### src/rtl/fifo_pkg.sv
// Shared constants for the parametrised FIFO: reset values and error bit layout.
// The optional sticky error flags are enabled with the FIFO_ERR_EN macro.
package fifo_pkg;

    // Error vector layout: {overflow, underflow}
    localparam int ERR_W   = 2;
    localparam int ERR_OVF = 1;
    localparam int ERR_UNF = 0;

    // Reset values of the single-bit outputs
    localparam logic RST_EMPTY     = 1'b1;
    localparam logic RST_FULL      = 1'b0;
    localparam logic RST_VALID     = 1'b0;
    localparam logic [ERR_W-1:0] RST_ERR = '0;

endpackage

### src/rtl/fifo_mem_dp.sv
// DEPTH x DATA_WIDTH storage: one synchronous write port, one registered read port.
// Storage is not reset; only the read register returns to zero.
module fifo_mem_dp
    import fifo_pkg::*;
#(
    parameter int DATA_WIDTH = 10,
    parameter int ADDR_WIDTH = 3
) (
    input  logic                  clk,
    input  logic                  reset,
    input  logic                  i_wr_en,
    input  logic [ADDR_WIDTH-1:0] i_wr_addr,
    input  logic [DATA_WIDTH-1:0] i_wr_data,
    input  logic                  i_rd_en,
    input  logic [ADDR_WIDTH-1:0] i_rd_addr,
    output logic [DATA_WIDTH-1:0] o_rd_data
);

    localparam int DEPTH = 2 ** ADDR_WIDTH;

    logic [DATA_WIDTH-1:0] r_mem [DEPTH];
    logic [DATA_WIDTH-1:0] r_rd_data;

    // Write port; a same-address read on this edge still sees the old word
    always_ff @(posedge clk) begin
        if (i_wr_en) begin
            r_mem[i_wr_addr] <= i_wr_data;
        end
    end

    // Read register holds its value when no read is issued
    always_ff @(posedge clk) begin
        if (reset) begin
            r_rd_data <= '0;
        end else if (i_rd_en) begin
            r_rd_data <= r_mem[i_rd_addr];
        end
    end

    assign o_rd_data = r_rd_data;

endmodule

### src/rtl/fifo_param.sv
// Parametrised synchronous FIFO for transaction-layer virtual-channel buffers.
// Pointer, occupancy, flag and optional sticky error logic (macro FIFO_ERR_EN).
module fifo_param
    import fifo_pkg::*;
#(
    parameter int DATA_WIDTH = 10,
    parameter int ADDR_WIDTH = 3
) (
    input  logic                  clk,
    input  logic                  reset,
    input  logic                  push,
    input  logic                  pop,
    input  logic [DATA_WIDTH-1:0] data_in,
    input  logic [ADDR_WIDTH:0]   umbral_superior,
    input  logic [ADDR_WIDTH:0]   umbral_inferior,
    output logic [DATA_WIDTH-1:0] data_out,
    output logic                  valid_out,
    output logic                  empty,
    output logic                  full,
    output logic                  almost_empty,
    output logic                  almost_full,
`ifdef FIFO_ERR_EN
    output logic [ERR_W-1:0]      error,
`endif
    output logic [ADDR_WIDTH:0]   count
);

    localparam int                DEPTH   = 2 ** ADDR_WIDTH;
    localparam logic [ADDR_WIDTH:0] CNT_FULL = (ADDR_WIDTH+1)'(DEPTH);

    logic [ADDR_WIDTH-1:0] r_wr_ptr;
    logic [ADDR_WIDTH-1:0] r_rd_ptr;
    logic [ADDR_WIDTH:0]   r_count;
    logic                  r_valid;

    logic w_empty;
    logic w_full;
    logic w_push_ok;
    logic w_pop_ok;

    // Flags decode only the registered count, so push/pop never reach them
    assign w_empty   = (r_count == '0);
    assign w_full    = (r_count == CNT_FULL);
    // A simultaneous pop frees the slot, so push on full is still accepted
    assign w_pop_ok  = pop & ~w_empty;
    assign w_push_ok = push & (~w_full | w_pop_ok);

    // Pointer and occupancy update; pointers wrap naturally at DEPTH
    always_ff @(posedge clk) begin
        if (reset) begin
            r_wr_ptr <= '0;
            r_rd_ptr <= '0;
            r_count  <= '0;
        end else begin
            if (w_push_ok) r_wr_ptr <= r_wr_ptr + 1'b1;
            if (w_pop_ok)  r_rd_ptr <= r_rd_ptr + 1'b1;
            if (w_push_ok && !w_pop_ok)      r_count <= r_count + 1'b1;
            else if (w_pop_ok && !w_push_ok) r_count <= r_count - 1'b1;
        end
    end

    // Read-valid marks a word popped on the previous edge
    always_ff @(posedge clk) begin
        if (reset) r_valid <= RST_VALID;
        else       r_valid <= w_pop_ok;
    end

`ifdef FIFO_ERR_EN
    logic [ERR_W-1:0] r_error;

    // Sticky error bits, cleared only by reset
    always_ff @(posedge clk) begin
        if (reset) begin
            r_error <= RST_ERR;
        end else begin
            if (push && !w_push_ok) r_error[ERR_OVF] <= 1'b1;
            if (pop && w_empty)     r_error[ERR_UNF] <= 1'b1;
        end
    end

    assign error = r_error;
`endif

    fifo_mem_dp #(
        .DATA_WIDTH (DATA_WIDTH),
        .ADDR_WIDTH (ADDR_WIDTH)
    ) u_mem (
        .clk       (clk),
        .reset     (reset),
        .i_wr_en   (w_push_ok),
        .i_wr_addr (r_wr_ptr),
        .i_wr_data (data_in),
        .i_rd_en   (w_pop_ok),
        .i_rd_addr (r_rd_ptr),
        .o_rd_data (data_out)
    );

    assign valid_out    = r_valid;
    assign empty        = w_empty;
    assign full         = w_full;
    assign count        = r_count;
    // Thresholds are quasi-static and feed the flags combinationally
    assign almost_empty = (r_count <= umbral_inferior);
    assign almost_full  = (umbral_superior != '0) && (r_count >= umbral_superior);

endmodule

### config.mk
export PLATFORM = sky130hd
export DESIGN_NAME = fifo_param
export DESIGN_NICKNAME = d
export VERILOG_FILES = /design/src/rtl/fifo_pkg.sv /design/src/rtl/fifo_mem_dp.sv /design/src/rtl/fifo_param.sv
export SDC_FILE = /design/constraint.sdc
export NUM_CORES = 1
export LEC_CHECK = 0
export BUFFER_PORTS_ARGS = -buffer_cell sky130_fd_sc_hd__buf_4
export CAP_MARGIN = 15
export CORE_ASPECT_RATIO = 0.8
export CORE_UTILIZATION = 55
export CTS_BUF_LIST = sky130_fd_sc_hd__clkbuf_4
export CTS_CLUSTER_DIAMETER = 50
export CTS_CLUSTER_SIZE = 20
export DETAILED_ROUTE_END_ITERATION = 10
export GPL_ROUTABILITY_DRIVEN = 0
export PLACE_DENSITY = 0.88
export SLEW_MARGIN = 20
export SYNTH_ARGS = -nofsm -noshare
export SYNTH_HDL_FRONTEND = slang
export SYNTH_SLANG_ARGS = --single-unit
### constraint.sdc
create_clock -name clk -period 2.65 [get_ports clk]
set_clock_uncertainty 0.2 [all_clocks]
set_input_delay 0 -clock clk [delete_from_list [all_inputs] [get_ports clk]]
set_output_delay 0 -clock clk [all_outputs]
set_load 0.01 [all_outputs]
; ---- Word level (Yosys, flattened, before mapping)
; Memories as Yosys holds them, arrays and structs flattened. A register that Yosys moved wholly into a read port is not among the register bits.
; Index checks and enable logic that the tools add are counted.
[totals]
regBits = 11
latch_bits = 0
mem_bits_rw = 80
mem_bits_ro = 0
in_bits = 22
out_inout_bits = 19
elab_cells = 29
mem_count = 1
[op_classes]
addsub = 4
mul = 0
div = 0
magnitude_cmp = 2
n_eq_ne = 1
n_shift = 0
mux = 4
n_bitwise = 5
reduce_logical = 8
[memory_table]
columns = memory, words, width, read_ports, rd_clocked_by_memory_dff, wr, line_no
row1 = u_mem.r_mem, 8, 10, 1, 1, 1, fifo_mem_dp.sv:21  ; logic [DATA_WIDTH-1:0] r_mem [DEPTH];
[op_table]
columns = operator, n
row1 = $mux W4, 2
row2 = $add A3 B1 Y3 const B, 2
row3 = $add A4 B1 Y4 const B, 1
row4 = $eq A4 B4 Y1 const B, 1
row5 = $ge A4 B4 Y1, 1
row6 = $le A4 B4 Y1, 1
row7 = $logic_not A4 Y1, 1
row8 = $reduce_bool A4 Y1, 1
row9 = $sub A4 B1 Y4 const B, 1
row10 = $logic_and A1 B1 Y1, 3
row11 = $and A1 B1 Y1, 2
row12 = $logic_not A1 Y1, 2
row13 = $mux W1, 2
row14 = $not A1 Y1, 2
row15 = $reduce_bool A2 Y1, 1
row16 = $or A1 B1 Y1, 1

; ---- Longest topological paths before layout
[depth]
depth_word = 9
depth_mapped = 10
ltp_nobuf = 10

; ---- Cells and area by module
; Synthesis repeated with hierarchy kept, for this count alone.
[unflattened]
hier_cells = 281
area_unflattened_um2 = 4255.3
[by_module_without_submodules]
columns = mod, n_inst, cells_per_inst, area_per_inst_um2, seq_area_each_um2
row1 = fifo_mem_dp, 1, 196, 3504.6, 2602.5
row2 = fifo_param, 1, 85, 750.7, 220.2

; ---- Worst setup path after synthesis
; OpenSTA, ideal clock, no wires.
[synth_timing]
path_kind = flip-flop to flip-flop
start = register r_count[0], in the netlist count[0]
end = register r_count[3], in the netlist count[3]
setup_ns = 0.121
arrival_ns = 2.559
required_time_ns = 2.329
setup_slack_ns = -0.230
stages_incl_launch_ff = 11
path_buffers = 0
period_less_slack_ns = 2.880
cell_sequence = dfxtp_1 > or4b_4 > o21ai_4 > inv_4 > ha_1 > inv_1 > ha_1 > a21oi_1 > a211oi_1 > a31oi_1 > mux2_2
[synth_between]
elab_chain_len = 8
word_cells_on_any_way = 16
classes_between = add/sub: 2 / eq/ne: 1 / mux: 2 / bitwise: 5 / reduce/logical: 6
[synth_rtl]
columns = item, line_no
row1 = "start, declared", fifo_param.sv:33  ; logic [ADDR_WIDTH:0] r_count;
row2 = "start signal, assigned", fifo_param.sv:57  ; if (w_push_ok && !w_pop_ok) r_count <= r_count + 1'b1;
row3 = "start signal, assigned", fifo_param.sv:58  ; else if (w_pop_ok && !w_push_ok) r_count <= r_count - 1'b1;
row4 = $logic_not A4 Y1, fifo_param.sv:42  ; assign w_empty = (r_count == '0);
row5 = $not A1 Y1, fifo_param.sv:45  ; assign w_pop_ok = pop & ~w_empty;
row6 = $and A1 B1 Y1, fifo_param.sv:45
row7 = $or A1 B1 Y1 *, fifo_param.sv:46  ; assign w_push_ok = push & (~w_full | w_pop_ok);
row8 = $and A1 B1 Y1 *, fifo_param.sv:46
row9 = via u_mem.i_wr_en, fifo_mem_dp.sv:11  ; input logic i_wr_en,
row10 = $logic_not A1 Y1, fifo_param.sv:58
row11 = $logic_and A1 B1 Y1, fifo_param.sv:58
row12 = $reduce_bool A2 Y1 (no source line), n/a
; The timed path passes the listed nets; every way through them passes the cells marked *. The select of a mux whose other input is x is not followed.
; A chain may end at the register's enable or synchronous reset.

; ---- Worst setup path in the final report
; Same ends and word-level chain as after synthesis.

==> flow_summary.yaml <==
outcome:
  status: "complete, but fails checks"
  violations: "design-rule violations"
synthesis:
  synthesis.area_mm2: 0.00409
  yosys.area.top_type: "edfxtp_1"
  synthSimpleGateAreaFrac: 0.0704
  synth_top_family_by_area: "multiplexers"
  syn_nets: 284
  ys_seq_area_frac: 0.690
  yosysMostFrequentCell: "edfxtp_1"
  synth_warnings: 0
  ys_ff_latch: 101
  synth_xor_area_frac: 0.0147
  postSynth.asyncResetShare: 0
  synth_common_cells: "80 x edfxtp_1, 25 x nor2_1, 21 x dfxtp_1"
  avgSynthCellArea_um2: 16.5
  synth_ff_type: "edfxtp_1"
  synth_top_area_share: 0.587
  synth_edf_count: 80
  synth_cell_type_count: 36
  synth_adder_area_share: 0.0447
  synthCells: 248
  synth_area_leaders: "edfxtp_1 59%, mux4_2 11%, dfxtp_1 10%"
  synthMuxAreaShare: 0.115
  synth_compound_area_frac: 0.0407
timing:
  slew_viol_final: 0
  worst_slew_pin_slew_ns: 0.419
  fin_crit_ns: 2.64
  slew_headroom: 0.721
  fmax_mhz: 379
  final_hold_viol_count: 0
  finalCritPeriodShare: 0.994
  setup_viol: 0
  rsz0062_at_grt: "yes"
route:
  routed_via_density: 5.74
  drc: 1
  wire_per_inst_um: 18.8
  antenna_left: 0
  drt_wl_total_um: 7770
  drt_iter0_drc: 165
  dr.pass1.iters: 9
  vias: 2375
critical_path:
  required_ns: 2.79
  timing.rr.start: "count[0]"
  worst-r2r-cell-count: 10
  cp.arrival_ns: 2.78
  endpoint_kind: "register"
  cp_slowest_cell: "or4b_4"
  worstReg2RegEnd: "count[3]"
  rrSetupSlack_ns: 0.01
  worst-setup-path-type: "register to register"
  path_cells: "or4b_4 -> o21ai_4 -> inv_4 -> ha_4 -> inv_4 -> ha_4 -> a21oi_4 -> a211oi_1 -> a31oi_1 -> mux2_2"
  critPathLaunchType: "register"
  cpPeakStageDelay_ns: 0.56
  path_max_fanout: 4
layout:
  stdcell_count: 414
  drive_above_1_share: 0.343
  nets: 358
  nFillCells: 432
  diodes: 0
  fin_util: 0.700
  syn_to_final_growth_pct: 20.3
grt:
  antenna_found_initial: 0
  grt.total_usage: 0.221
  grt_max_degree: 23
  grt_pass1_vias: 2429
  grt_pass1_wl_um: 12400
  grt.overflow.total: 0
floorplan:
  die_area_mm2: 0.00779
  die-height_um: 79.1
  rows: 27
  start_util: 0.582
  die_x_um: 98.4
  core_region_area_mm2: 0.00703
  ios: 41
power:
  peakVddDrop_mv: 0.301
  p_per_area_mw_per_mm2: 835
  power.leakage_nw: 1.79
clock_network:
  cts_tree: "done"
  clock_latency_ns: 0.46
  cts_inserted_buffers: 9
  cts_sinks: 101
  cts_buffer_depth: 2
  htreeDepth: 3
  root_buffer: "clkbuf_4"
  clk_pin_slew_ns: 0.16
hold_path:
  hold_depth: 2
  whs_endpoint: "u_mem.r_mem[3][6]"
  hold_path.class: "primary input to register"
  hold_start: "data_in[6]"
place:
  hpwl_um: 5100
  port_buffers: 40
  dp.cells: 382
flow_run:
  cap_violations: 0
==> metal layers <==
layer / global-route usage / wire length [um] / part of all wire / up-vias
met5: 0 / 0 / 0 / -
met4: 0.0910 / 110 / 0.014 / 0
li1: - / - / - / 1107
met3: 0.0537 / 586 / 0.075 / 10
met1: 0.290 / 3210 / 0.41 / 1160
met2: 0.357 / 3860 / 0.50 / 98
==> worst max-delay path by stage <==
stage                         from       end  slack [ns]  depth (start not counted)
after CTS                 count[2]  count[3]        0.01                         10
after global placement    count[2]  count[3]        0.05                         10
after detailed placement  count[2]  count[3]        0.01                         10
final                     count[0]  count[3]        0.01                         10
after floorplan           count[2]  count[3]       -0.04                         10
after global routing      count[0]  count[3]       -0.11                         10
==> metrics by stage <==
step / setup slack, ns / area [um^2] / total power (W) / TNS, ns / hold WS [ns]
floorplan: -0.0439 / 4130 / 0.00288 / -0.0439 / -0.101
global placement: 0.0478 / 4620 / 0.00328 / 0 / 0.0309
detailed placement: 0.0131 / 4620 / 0.00334 / 0 / 0.0372
CTS: 0.0125 / 4900 / 0.00410 / 0 / 0.0757
global route: -0.111 / 4920 / 0.00432 / -0.155 / 0.0933
finish: 0.0147 / 4920 / 0.00411 / 0 / 0.101
==> worst max-delay path, delay by kind of cell (launching register included) <==
| kind | cells | cell delay (ns) |
|---|---|---|
| adder cells (fa/ha/maj) | 2 | 0.38 |
| multiplexers | 1 | 0.35 |
| AND/OR/NAND/NOR | 1 | 0.56 |
| AO/OA/AOI/OAI | 4 | 0.56 |
| flip-flops | 1 | 0.35 |
| buffers and inverters | 2 | 0.13 |
==> cells by family after synthesis <==
group / after synthesis
xor+xnor: 6
simple gates: 60
flops: 101
fa+ha+maj: 14
mux: 22
buf+inv: 21
compound gates: 24
==> cell usage in the layout, fill, tap and decap left out, drive strengths merged, types with 3 or more instances in the layout <==
master       count
edfxtp          80
buf             58
nor2            25
dfxtp           21
mux4            20
nor3            15
dlygate4sd3     14
inv             14
ha              13
o22ai           10
clkbuf          10
nand2            8
nand2b           4
a21oi            4
xor2             3
clkinv           3
nor4             3
xnor2            3
==> where the power goes <==
group	switching (W)	internal (W)	total, W	leakage [nW]
sequential	0.0000694	0.00187	0.00194	0.901
clock	0.000516	0.000222	0.000738	0.0735
combinational	0.000704	0.000725	0.00143	0.815
total	0.00129	0.00282	0.00411	1.79
==> layout make-up <==
type / count / area [um^2] / share of cell area
clock inverters: 6 / 55.1 / 0.0112
multi-input cells: 126 / 1220 / 0.247
inverters: 11 / 46.3 / 0.00941
clock buffers: 10 / 75.1 / 0.0153
repair buffers: 73 / 588 / 0.120
flip-flops and latches: 101 / 2830 / 0.575
well taps: 87 / 109 / 0.0221
==> registers in the layout (all words and copies together) (netlist names) <==
register / cells
r_wr_ptr: 3
u_mem.r_mem: 80
count: 4
r_rd_ptr: 3
valid_out: 1
u_mem.o_rd_data: 10
==> timing repair <==
| item | CTS | global route |
|---|---|---|
| endpoints found under the setup margin | 1 | 4 |
| resized for setup | 0 | 3 |
| hold endpoints to repair | 101 | 0 |
| pin swaps | 2 | 2 |
| buffers inserted | 1 | 0 |
| hold buffers | 15 | 0 |
Note: power is estimated with default switching activity, not from simulation.
